### config.mk
export PLATFORM = sky130hd
export DESIGN_NAME = pwam_ctrl
export DESIGN_NICKNAME = d
export VERILOG_FILES = /design/src/rtl/pwam_ctrl.sv
export SDC_FILE = /design/constraint.sdc
export NUM_CORES = 1
export LEC_CHECK = 0
export BUFFER_PORTS_ARGS = -buffer_cell sky130_fd_sc_hd__buf_2
export CAP_MARGIN = 20
export CORE_ASPECT_RATIO = 1.2
export CORE_UTILIZATION = 40
export CTS_CLUSTER_SIZE = 10
export DETAILED_ROUTE_END_ITERATION = 7
export GPL_TIMING_DRIVEN = 0
export MAX_ROUTING_LAYER = met4
export PLACE_DENSITY = 0.63
export SLEW_MARGIN = 20
export SYNTH_ARGS = -nofsm -noshare
export SYNTH_HDL_FRONTEND = slang
export SYNTH_SLANG_ARGS = --single-unit
### constraint.sdc
create_clock -name clk -period 5 [get_ports clk]
set_clock_uncertainty 0.05 [all_clocks]
set_input_delay 0 -clock clk [delete_from_list [all_inputs] [get_ports clk]]
set_output_delay 0 -clock clk [all_outputs]
set_load 0.02 [all_outputs]
### src/rtl/pwam_ctrl.sv
// pwam_ctrl: two-requester round-robin job controller for one shared pwam instance.
// Optional RUN watchdog enabled by defining PWAM_CTRL_TIMEOUT_EN.
module pwam_ctrl #(
    parameter int N_LOAD      = 256,
    parameter int N_OUT       = 128,
    parameter int OUT_DEPTH   = 16,
    parameter int TIMEOUT_CYC = 1024
) (
    input  logic        clk,
    input  logic        srst_n,
    input  logic [1:0]  req,
    input  logic [1:0]  req_mode,
    output logic [1:0]  gnt,
    input  logic [1:0]  in_valid,
    input  logic [63:0] in_data,
    output logic [1:0]  in_ready,
    output logic [1:0]  out_valid,
    output logic [31:0] out_data,
    input  logic [1:0]  out_ready,
    output logic [1:0]  job_done,
    output logic [2:0]  err,
    input  logic        err_clr,
    output logic        pw_srst,
    output logic        pw_mode,
    output logic        pw_start,
    output logic        pw_wea,
    output logic        pw_web,
    output logic [31:0] pw_dina,
    output logic [31:0] pw_dinb,
    input  logic        pw_valid,
    input  logic        pw_done,
    input  logic [31:0] pw_dout
);
    localparam int LW = $clog2(N_LOAD) + 1;
    localparam int RW = $clog2(N_OUT + 1) + 1;
    localparam int AW = $clog2(OUT_DEPTH);

    typedef enum logic [3:0] {IDLE, GRANT, CLR, LOAD_A, LOAD_B, START, RUN, DRAIN, REL} state_t;
    state_t state, nxt;

    logic          rr_ptr, win, own, clr_cnt;
    logic [LW-1:0] ld_cnt;
    logic [RW-1:0] res_cnt;
    logic [31:0]   mem [OUT_DEPTH];
    logic [AW:0]   wr_ptr, rd_ptr;
    logic [31:0]   beat;
    logic          empty, full, acc, last_beat, push, pop, ovf, cnt_bad, tmo;

    assign own       = gnt[1];
    assign win       = (req == 2'b11) ? rr_ptr : req[1];
    assign empty     = wr_ptr == rd_ptr;
    assign full      = (wr_ptr[AW] != rd_ptr[AW]) && (wr_ptr[AW-1:0] == rd_ptr[AW-1:0]);
    assign in_ready  = (state == LOAD_A || state == LOAD_B) ? gnt : 2'b00;
    assign acc       = |(in_ready & in_valid);
    assign beat      = own ? in_data[63:32] : in_data[31:0];
    assign last_beat = acc && ld_cnt == LW'(N_LOAD - 1);
    assign out_valid = empty ? 2'b00 : gnt;
    assign out_data  = empty ? '0 : mem[rd_ptr[AW-1:0]];
    assign pop       = |(out_valid & out_ready);
    // A pop frees a slot in the same cycle, so a full FIFO can still accept a push.
    assign push      = state == RUN && pw_valid && (!full || pop);
    assign ovf       = state == RUN && pw_valid && full && !pop;
    assign cnt_bad   = state == RUN && pw_done &&
                       (res_cnt + RW'(pw_valid && res_cnt != '1)) != RW'(N_OUT);
    assign job_done  = (state == REL) ? gnt : 2'b00;

`ifdef PWAM_CTRL_TIMEOUT_EN
    localparam int TW = $clog2(TIMEOUT_CYC) + 1;
    logic [TW-1:0] run_cnt;
    assign tmo = state == RUN && !pw_done && run_cnt == TW'(TIMEOUT_CYC - 1);
    always_ff @(posedge clk or negedge srst_n)
        if (!srst_n) run_cnt <= '0;
        else         run_cnt <= (state == RUN) ? run_cnt + 1'b1 : '0;
`else
    assign tmo = 1'b0 && TIMEOUT_CYC > 0;
`endif

    always_comb begin
        nxt = state;
        case (state)
            IDLE:    nxt = |req ? GRANT : IDLE;
            GRANT:   nxt = CLR;
            CLR:     nxt = clr_cnt ? LOAD_A : CLR;
            LOAD_A:  nxt = last_beat ? LOAD_B : LOAD_A;
            LOAD_B:  nxt = last_beat ? START : LOAD_B;
            START:   nxt = RUN;
            RUN:     nxt = tmo ? REL : pw_done ? DRAIN : RUN;
            DRAIN:   nxt = empty ? REL : DRAIN;
            REL:     nxt = IDLE;
            default: nxt = IDLE;
        endcase
    end

    always_ff @(posedge clk or negedge srst_n) begin
        if (!srst_n) begin
            state    <= IDLE;
            gnt      <= '0;
            pw_mode  <= 1'b0;
            rr_ptr   <= 1'b0;
            clr_cnt  <= 1'b0;
            ld_cnt   <= '0;
            pw_srst  <= 1'b1;
            pw_wea   <= 1'b0;
            pw_web   <= 1'b0;
            pw_dina  <= '0;
            pw_dinb  <= '0;
            pw_start <= 1'b0;
            res_cnt  <= '0;
            wr_ptr   <= '0;
            rd_ptr   <= '0;
            err      <= '0;
        end else begin
            state    <= nxt;
            gnt      <= (state == GRANT) ? (win ? 2'b10 : 2'b01) : (state == REL) ? 2'b00 : gnt;
            pw_mode  <= (state == GRANT) ? req_mode[win] : pw_mode;
            rr_ptr   <= (state == REL) ? ~own : rr_ptr;
            clr_cnt  <= (state == CLR) ? ~clr_cnt : 1'b0;
            ld_cnt   <= last_beat ? '0 : acc ? ld_cnt + 1'b1 : ld_cnt;
            pw_srst  <= nxt == CLR;
            pw_wea   <= state == LOAD_A && acc;
            pw_web   <= state == LOAD_B && acc;
            pw_dina  <= (state == LOAD_A && acc) ? beat : pw_dina;
            pw_dinb  <= (state == LOAD_B && acc) ? beat : pw_dinb;
            pw_start <= state == START;
            res_cnt  <= (state == GRANT) ? '0 :
                        (state == RUN && pw_valid && res_cnt != '1) ? res_cnt + 1'b1 : res_cnt;
            // Timeout discards whatever results are still buffered.
            wr_ptr   <= tmo ? '0 : push ? wr_ptr + 1'b1 : wr_ptr;
            rd_ptr   <= tmo ? '0 : pop ? rd_ptr + 1'b1 : rd_ptr;
            err      <= err_clr ? '0 : err | {tmo, cnt_bad, ovf};
        end
    end

    always_ff @(posedge clk)
        if (push) mem[wr_ptr[AW-1:0]] <= pw_dout;
endmodule
==> results.cfg <==
[power_and_ir_drop]
ir_drop_v = 0.000415
power.total_mw = 14.5
p_per_area_nw_per_um2 = 479
power_leakage_nw = 11.1

[grt]
grt.overflow.total = 0
grt_max_degree = 56
grt_pass1_vias = 14667
grt_first_pass_wirelength_mm = 90.1
antenna_found_initial = 7
grt_usage_pct = 20.1

[layout]
final_cell_mix = 512 x edfxtp_1, 242 x buf_2, 128 x mux4_2, 108 x dlygate4sd3_1, 106 x dfrtp_1
fillers = 4983
drive_above_1_share_pct = 29.7
synthToLayoutAreaGrowth_pct = 23.6
fin_area_um2 = 30300
final_nets = 1856
final_common_cell = edfxtp_1

[critical_path]
startpoint_type = flop
critPathCaptureType = primary output
cp.arrival_ps = 3500
cp_max_fo = 10
worstPathRequired_ps = 4950
path_class = flop to primary output

[synthesis]
syn-cell-area_um2 = 24500
yosysWarnings = 0
synth_edf_count = 512
synthMuxAreaShare_pct = 14.7
synthFlopType = edfxtp_1
synth_top_family_by_area = multiplexers
synth-xor-area-share_pct = 0.856
synth-seq-cells = 619
synthAdderAreaFrac_pct = 0.510
ys_async_sr_fraction_pct = 17.3
synthSimpleGateAreaFrac_pct = 4.43
synth_compound_area_share_pct = 4.10
synth_cell_types = 57
synth_area_per_cell_um2 = 18.7
synth_nets = 1432
synthCells = 1313
yosysSeqAreaShare_pct = 73.5

[sta]
worst_pin_slew_ps = 1150
clock.fmax_ghz = 0.281
rsz0062_at_grt = false
holdWs_ps = 64.0
slew_headroom_pct = 22.1
post-route-min-period_ps = 3550
drv_slew = 0
fin_crit_sh_pct = 71.1
hold_viol = 0
setup_viol = 0

[clock_network]
cts_tree = built
clock_sinks = 619
max-clock-path-buffers = 3
cts-root-buf = clkbuf_16
cts_made_buffers = 73
htree_levels = 3
clk_pin_slew_ps = 60
clock_latency_ps = 610

[status]
status = completed

[flow_run]
drv_cap = 0

[floorplan]
fp-row-count = 99
start_util_pct = 40.4
core_um2 = 60700
fp.dieArea_um2 = 62400
die_w_um = 228
dieHeight_um = 273
pin_count = 221

[placement]
port_buffers = 219
place_congestion = 0.873
post_dp_cell_area_um2 = 27200
dp_hpwl_mm = 39.0

[routing]
remaining_drc_errors = 0
routed_wirelength_mm = 60.5
first_pass_iters = 5
via_per_inst = 5.38
via_count = 13831
drtIter0Drc = 1069
wire_per_inst_um = 23.5
ant_nets = 0

[hold_path]
min_path_type = input pin to flop
-- report_power, final --
group	total, mW	internal (mW)	switching (mW)
clock network	4.75	2.73	2.02
registers	5.70	5.65	0.0498
logic	4.09	1.73	2.37
-- through the flow --
step	std cells	TNS, ps	setup slack (ps)	util, %
finish	2571	0	1450	50.0
global route	2570	0	1280	50.0
global placement	2340	-48860	-1530	43.9
floorplan	1313	0	1010	-
detailed placement	2361	0	2000	44.7
CTS	2564	0	1480	50.0
-- worst max-delay path: stages (launching register included) --
cell and delay (ps):
dfrtp_1 350, buf_2 250, buf_4 270, clkbuf_1 720
mux4_2 360, mux2i_1 90, a211oi_1 580, buf_2 280
-- routing by layer --
metal | track usage, % | vias to the layer above | part of all wire (%)
li1 | - | 6083 | -
met1 | 23.5 | 7119 | 40
met2 | 33.8 | 504 | 51
met3 | 4.08 | 125 | 5.9
met4 | 8.83 | 0 | 3.7
met5 | - | - | 0
-- kinds of logic (layout without fill, tap and decap cells) --
kind of cell | Yosys count | after routing
adder cells (fa/ha/maj) | 10 | 10
AND/OR/NAND/NOR | 210 | 210
AO/OA/AOI/OAI | 157 | 157
XOR/XNOR | 24 | 24
multiplexers | 200 | 200
other | 1 | 8
buffers and inverters | 92 | 535
flip-flops | 619 | 619
-- registers in the layout, indices dropped and copies added, names as in the netlist --
register  flops
pw_start      1
ld_cnt        9
pw_srst       1
pw_mode       1
rd_ptr        5
pw_wea        1
pw_dina      32
mem         512
gnt           2
state         4
clr_cnt       1
wr_ptr        5
pw_web        1
res_cnt       9
pw_dinb      32
err           2
rr_ptr        1
-- timing repair --
item / CTS / global route
hold endpoints to repair: 695 / 0
hold buffers: 109 / 0
resized for setup: 0 / 0
setup buffers: 0 / 0
-- final cells by class --
class                   count  area, um2  share of cell area [%]
flip-flops and latches    619      18100                    59.5
multi-input cells         602       6080                    20.0
repair buffers            349       2660                    8.77
clock buffers              86       1930                    6.35
well taps                 808       1010                    3.33
plain buffers              82        418                    1.38
clock inverters             8        143                   0.470
inverters                  10       37.5                   0.124
diodes                      7       17.5                  0.0577
-- cell usage after synthesis, types with 7 or more instances --
cell      count  area share [%]
and2_1        8            0.20
buf_2        24            0.49
edfxtp_1    512              63
nor2_1       22            0.34
mux2i_1      71             2.9
nand4_1      10            0.25
xnor2_1      10            0.36
inv_1        10            0.15
dfrtp_1     106              11
mux4_2      128              12
nor2b_1      39            0.99
nor3_1        7            0.14
xor2_1       14            0.50
clkbuf_1     37            0.57
buf_4        12            0.37
and3_1       20            0.51
nand2_1      83             1.3
ha_1         10            0.51
o21ai_0      69             1.4
a211oi_1     64             2.0
-- worst paths after layout --
| path | startpoint | end | slack, ps | depth (start not counted) |
|---|---|---|---|---|
| setup / recovery | rd_ptr[1] | out_data[2] | 1450 | 7 |
| hold / removal | in_valid[0] | ld_cnt[4] | 60 | 5 |
| setup reg to reg | rd_ptr[2] | mem[7][20] | 2020 | 7 |
| hold reg to reg | clr_cnt | clr_cnt | 390 | 1 |
| max in group asynchronous | srst_n | res_cnt[8] | 4150 | 4 |
| min in group asynchronous | srst_n | pw_srst | 460 | 3 |
Note: power is estimated with default switching activity, not from simulation.
